**src/rtl/banana_core.sv**
```systemverilog
// banana_core: 16-register multi-cycle load/store core with a single shared memory port.
// Six-state FSM (fetch/decode/exec/mem/wb/halt) with registered memory-side outputs.
module banana_core #(
  parameter int unsigned WIDTH    = 16,
  parameter int unsigned RESET_PC = 0
) (
  input  logic             clk,
  input  logic             reset,
  output logic             mem_req,
  output logic             mem_we,
  output logic [WIDTH-1:0] mem_addr,
  output logic [WIDTH-1:0] mem_wdata,
  input  logic [WIDTH-1:0] mem_rdata,
  input  logic             mem_ready,
  output logic [3:0]       psr_flags,
  output logic             halted,
  output logic [WIDTH-1:0] pc_out
);

  typedef enum logic [2:0] {StFetch, StDecode, StExec, StMem, StWb, StHalt} state_e;

  state_e           state_q;
  logic [WIDTH-1:0] pc_q, a_q, b_q, mdr_q, res_q;
  logic [15:0]      ir_q;
  logic [3:0]       flags_q;
  logic [WIDTH-1:0] rf_q [16];

  logic [3:0]       op, rd, ext, rs, fn;
  logic [WIDTH-1:0] imm, alu_res, exec_pc;
  logic [WIDTH:0]   sum, dif;
  logic [3:0]       alu_flags;
  logic             is_alu, is_load, is_stor, is_jc, is_bc, use_imm, taken;

  always_comb begin
    op  = ir_q[15:12];
    rd  = ir_q[11:8];
    ext = ir_q[7:4];
    rs  = ir_q[3:0];
    imm = {{(WIDTH-8){ir_q[7]}}, ir_q[7:0]};
    // R-type and immediate forms share one function encoding
    fn  = (op == 4'h0) ? ext : op;
    is_alu  = ((op == 4'h0) && (fn inside {4'h1, 4'h2, 4'h3, 4'h5, 4'h9, 4'hB, 4'hD})) ||
              (op inside {4'h5, 4'h9, 4'hB, 4'hD});
    is_load = (op == 4'h4) && (ext == 4'h0);
    is_stor = (op == 4'h4) && (ext == 4'h4);
    is_jc   = (op == 4'h4) && (ext == 4'hC);
    is_bc   = (op == 4'hC);
    use_imm = op inside {4'h5, 4'h9, 4'hB, 4'hD, 4'hC};
  end

  always_comb begin
    sum       = {1'b0, a_q} + {1'b0, b_q};
    dif       = {1'b0, a_q} - {1'b0, b_q};
    alu_res   = b_q;
    alu_flags = flags_q;
    case (fn)
      4'h5: begin
        alu_res   = sum[WIDTH-1:0];
        alu_flags = {alu_res[WIDTH-1], sum[WIDTH],
                     (a_q[WIDTH-1] == b_q[WIDTH-1]) && (alu_res[WIDTH-1] != a_q[WIDTH-1]),
                     alu_res == '0};
      end
      4'h9, 4'hB: begin
        alu_res   = dif[WIDTH-1:0];
        alu_flags = {alu_res[WIDTH-1], dif[WIDTH],
                     (a_q[WIDTH-1] != b_q[WIDTH-1]) && (alu_res[WIDTH-1] != a_q[WIDTH-1]),
                     alu_res == '0};
      end
      4'h1, 4'h2, 4'h3: begin
        if (fn == 4'h1)      alu_res = a_q & b_q;
        else if (fn == 4'h2) alu_res = a_q | b_q;
        else                 alu_res = a_q ^ b_q;
        alu_flags = {alu_res[WIDTH-1], flags_q[2], flags_q[1], alu_res == '0};
      end
      default: alu_res = b_q;
    endcase

    case (rd)
      4'h0:    taken = flags_q[0];
      4'h1:    taken = !flags_q[0];
      4'hE:    taken = 1'b1;
      default: taken = 1'b0;
    endcase
    // pc_q already points past the branch, so step back one for the base
    exec_pc = pc_q;
    if ((is_bc || is_jc) && taken) exec_pc = is_bc ? (pc_q - WIDTH'(1) + b_q) : b_q;
  end

  always_ff @(posedge clk) begin
    if (!reset) begin
      state_q   <= StFetch;
      pc_q      <= WIDTH'(RESET_PC);
      ir_q      <= '0;
      a_q       <= '0;
      b_q       <= '0;
      mdr_q     <= '0;
      res_q     <= '0;
      flags_q   <= '0;
      halted    <= 1'b0;
      mem_req   <= 1'b0;
      mem_we    <= 1'b0;
      mem_addr  <= '0;
      mem_wdata <= '0;
      for (int i = 0; i < 16; i++) rf_q[i] <= '0;
    end else begin
      unique case (state_q)
        StFetch: begin
          if (mem_req && mem_ready) begin
            ir_q    <= mem_rdata[15:0];
            pc_q    <= pc_q + WIDTH'(1);
            mem_req <= 1'b0;
            state_q <= StDecode;
          end else if (!mem_req) begin
            // only reached right after reset; later entries arrive with the request raised
            mem_req  <= 1'b1;
            mem_we   <= 1'b0;
            mem_addr <= pc_q;
          end
        end
        StDecode: begin
          a_q <= rf_q[rd];
          b_q <= use_imm ? imm : rf_q[rs];
          if (is_load || is_stor) begin
            mem_req   <= 1'b1;
            mem_we    <= is_stor;
            mem_addr  <= rf_q[rs];
            mem_wdata <= rf_q[rd];
            state_q   <= StMem;
          end else if (is_alu || is_jc || is_bc) begin
            state_q <= StExec;
          end else begin
            halted  <= 1'b1;
            state_q <= StHalt;
          end
        end
        StExec: begin
          if (is_alu) flags_q <= alu_flags;
          if (is_alu && (fn != 4'hB)) begin
            res_q   <= alu_res;
            state_q <= StWb;
          end else begin
            pc_q     <= exec_pc;
            mem_req  <= 1'b1;
            mem_we   <= 1'b0;
            mem_addr <= exec_pc;
            state_q  <= StFetch;
          end
        end
        StMem: begin
          if (mem_ready) begin
            mem_we <= 1'b0;
            if (is_load) begin
              mdr_q   <= mem_rdata;
              mem_req <= 1'b0;
              state_q <= StWb;
            end else begin
              mem_addr <= pc_q;
              state_q  <= StFetch;
            end
          end
        end
        StWb: begin
          rf_q[rd] <= is_load ? mdr_q : res_q;
          mem_req  <= 1'b1;
          mem_we   <= 1'b0;
          mem_addr <= pc_q;
          state_q  <= StFetch;
        end
        StHalt: begin
          halted  <= 1'b1;
          mem_req <= 1'b0;
        end
        default: state_q <= StHalt;
      endcase
    end
  end

  assign psr_flags = flags_q;
  assign pc_out    = pc_q;

endmodule

```
**config.mk**
```make
export PLATFORM = sky130hd
export DESIGN_NAME = banana_core
export DESIGN_NICKNAME = d
export VERILOG_FILES = /design/src/rtl/banana_core.sv
export SDC_FILE = /design/constraint.sdc
export NUM_CORES = 1
export LEC_CHECK = 0
export CAP_MARGIN = 20
export CELL_PAD_IN_SITES_DETAIL_PLACEMENT = 1
export CELL_PAD_IN_SITES_GLOBAL_PLACEMENT = 2
export CORE_MARGIN = 4
export CORE_UTILIZATION = 35
export DETAILED_ROUTE_END_ITERATION = 6
export PLACE_DENSITY = 0.72
export SLEW_MARGIN = 0
export SYNTH_ARGS = -nofsm -noshare
export SYNTH_HDL_FRONTEND = slang
export SYNTH_SLANG_ARGS = --single-unit
```
**constraint.sdc**
```tcl
create_clock -name clk -period 5.65 [get_ports clk]
set_input_delay 1.13 -clock clk [delete_from_list [all_inputs] [get_ports clk]]
set_output_delay 1.13 -clock clk [all_outputs]
set_load 0.03 [all_outputs]
```
==> key figures <==
Finish
  • Final core utilization: a little over 40%
  • Ant diodes: 0
  • Commonest cells after routing, fill and taps aside: nor2_1, edfxtp_1, nand2_1
  • Register Area: between 10000 and 15000 µm²
  • Fillers: 6991
  • NumNets Final: around 2300
  • Share of cells above drive strength 1: approximately 15%
  • Most common cell after layout, fill and taps aside: nor2_1
  • Multi-input logic area: roughly 11000 µm²
  • Final std cells w/o fill: ~3000
  • Synth-to-Final Area Change: 14.3%

Pwr
  • Sw Ratio: between 30% and 40%
  • Standby leakage power: about 8.8 nW
  • Combinational power share: 22.0%
  • Cell internal pwr: 5.92 mW
  • Tot Pwr: 8.53 mW
  • P_sw: between 2 and 3 mW
  • Peak VDD IR: between 200 and 300 µV
  • Reg power frac: 40.0%
  • PD cells: between 300 and 400 nW/µm²
  • Clock share of power: 38.0%

Place
  • IO buf count: between 70 and 80
  • DP Wirelength: 62400 µm
  • GP Congestion: 0.910
  • Cells after DPL: ~3000

Status
  • Status: complete, no violations

STA
  • Period utilization: 70.4%
  • Fin. max-slew vios: 0
  • Final Hold Viols: 0
  • F_max: ~0.25 GHz
  • Setup TNS: 0 ns
  • # setup viols final: 0
  • Final Critical Period: around 4.0 ns
  • Worst-margin pin slew: 1.07 ns
  • RSZ-0062 raised after global routing: no
  • Slew HR: 28.5%
  • Worst Skew: 0.0271 ns
  • Hold Slack: approximately 0.46 ns

Synth
  • Post-synth EDFFs: about 260
  • Cell variety after synth: between 80 and 90
  • Net count after synthesis: ~2200
  • Post-synth top area share: roughly a third
  • Primary FF master, synth: edfxtp_1
  • Adder-Cell Fraction of Synth Area: under 10%
  • Async SR Flop Fraction: 0%
  • Largest cells by area after synthesis: edfxtp_1, mux4_2, dfxtp_1
  • #FFs+latches synth: about 400
  • Mux cell area share after synthesis: between 15 and 20%
  • Synth Area in XOR/XNOR: roughly 1.4%
  • Syn Area/Cell: 10.6 µm²
  • Synth area leader: edfxtp_1
  • Post-synthesis sequential area ratio: a little under half
  • Largest family of logic cells by synthesized area: multiplexers
  • Simple-gate share of the synthesized area: ~13%
  • Synthesized area: between 20000 and 25000 µm²
  • Post-Synthesis Cells: between 2000 and 2500
  • Synth Area in Compound Gates: between 10% and 20%
  • Yosys warns: 0

Global route
  • Total grt overflow: 0
  • Largest net degree at the start of global routing: 65
  • Vias in the first global route: about 18000
  • Global-route wire length before repair: between 100000 and 150000 µm
  • Tot GR Track Use: about a quarter
  • Initial antenna violation count: 0

Die
  • Top-Level Pins: 74
  • Die height: roughly 260 µm
  • Die footprint: around 70000 µm²
  • Die span in x: between 200 and 300 µm
  • Initial core utilization: 35.4%
  • Rows: 93
  • Core Box Area: 64600 µm²

Worst setup path
  • FF-to-FF setup slack: roughly 1.7 ns
  • CP required: ~5.9 ns
  • Worst path most repeated cell: nand2_1
  • CP arrival: 4.19 ns
  • CP Class: reg2reg
  • CP Launch Point: state_q[1]
  • Crit Path Max Fanout: 22
  • WP depth: 5
  • Critical path buffer and inverter count: 0
  • Worst path cell trace: nor2_1 > nand3_1 > nor3_1 > nand2_1 > nand2_1
  • CP endpoint kind: register
  • Worst setup endpoint: rf_q[7][5]
  • Cell family with most CP delay: simple AND/OR/NAND/NOR gates
  • CP peak stage delay: about 1.0 ns
  • Reg-to-Reg Start: state_q[1]
  • Startpoint types: register
  • Worst r2r path cells: 5
  • Crit path max-delay cell type: nand2_1
  • R2R Path End: rf_q[7][5]

CTS
  • Postcts setup bufs: 0
  • # resized after CTS: 0
  • Clk sinks: about 400
  • Clock H-tree levels: 2
  • CTS tree: yes
  • Total CTS buffers: 46
  • Clk buf depth: 3
  • Cts hold-fix bufs: 0
  • Root buffer cell: clkbuf_16
  • Clk_lat worst skew: around 0.61 ns
  • CTS clock-pin slew for the worst setup and hold paths: about 0.060 ns

Drt
  • Routed WL: 85800 µm
  • Routed WL per cell: between 20 and 30 µm
  • Vias per cell: slightly below 6
  • Vias: 17900
  • Pre-Repair DR Iteration Count: 7
  • # DRC: 0
  • Iter 0 DRT Violations: roughly 1500
  • Antenna viol nets, final: 0

Min path
  • Worst Hold Launch: mdr_q[15]
  • Tightest Hold Check Type: reg2reg

Job
  • Max cap viols: 0
[per-layer routing]
metal  track usage, %  routed length, µm  vias up
li1                 -                  -     7910
met1             31.4              35000     9287
met2             41.1              42300      609
met3             3.69               5470      130
met4             8.02               3050        0
met5                0                  0        -
[kinds of logic (layout without fill, tap and decap cells)]
logic type	after synthesis	in the layout
simple gates	724	724
compound gates	440	440
flops	402	402
buf+inv	261	311
mux	205	205
fa+ha+maj	81	81
xor+xnor	36	36
[flip-flops by register name (all words and copies together), names as in the netlist, named ones only]
register,flops
psr_flags,4
ir_q,16
mem_addr,16
mem_wdata,16
mem_we,1
mem_req,1
halted,1
rf_q,256
res_q,16
b_q,16
mdr_q,16
state_q,3
a_q,16
pc_out,16
[worst reg2reg max path, cell delays in order (launching register included)]
cell and delay, ns:
dfxtp_1 0.54, nor2_1 0.37, nand3_1 0.28, nor3_1 0.62, nand2_1 0.76, nand2_1 1.03
[how the worst min path moves through the flow]
stage / end / slack [ns] / depth (start not counted)
after floorplan: mdr_q[0] / 0.44 / 2
after global placement: mdr_q[3] / 0.45 / 2
after detailed placement: mdr_q[0] / 0.45 / 2
after CTS: mdr_q[0] / 0.46 / 2
after global routing: mem_wdata[5] / 0.47 / 2
final: mdr_q[15] / 0.46 / 2
[final cells by class]
class	instances	share of cell area, %
clock buffer	57	4.80
inverter	100	1.44
clock inverter	29	1.46
timing repair buffer	125	4.36
tap	855	4.10
multi-input combinational	1486	43.1
sequential	402	40.7
[per-stage QoR]
stage,setup WS (ns),cell area (µm²)
6_report,1.67,26100
3_5_place_dp,1.47,24500
4_1_cts,1.77,26100
2_1_floorplan,2.43,22800
3_3_place_gp,1.48,24500
5_1_grt,1.50,26100
[Yosys cell counts, drive strengths merged (11+ instances only)]
cell,n
edfxtp,256
nand2,225
a211oi,16
nor2,357
a31oi,32
dfxtp,146
xnor2,30
o21ai,113
a221oi,17
and3,13
nor3,26
inv,99
nor2b,15
mux4,160
clkbuf,120
o211ai,20
ha,78
a21oi,144
mux2i,44
nor4,11
nand3,31
buf,41
[power by group through the flow]
stage | clock (mW) | sequential [mW] | combinational (mW)
after floorplan | 0 | 3.41 | 1.24
after global routing | 3.42 | 3.43 | 2.02
after global placement | 0 | 3.47 | 1.83
final | 3.24 | 3.41 | 1.87
after CTS | 3.31 | 3.41 | 1.86
after detailed placement | 0 | 3.48 | 1.85
No activity file was read; power rests on OpenSTA's default activity.
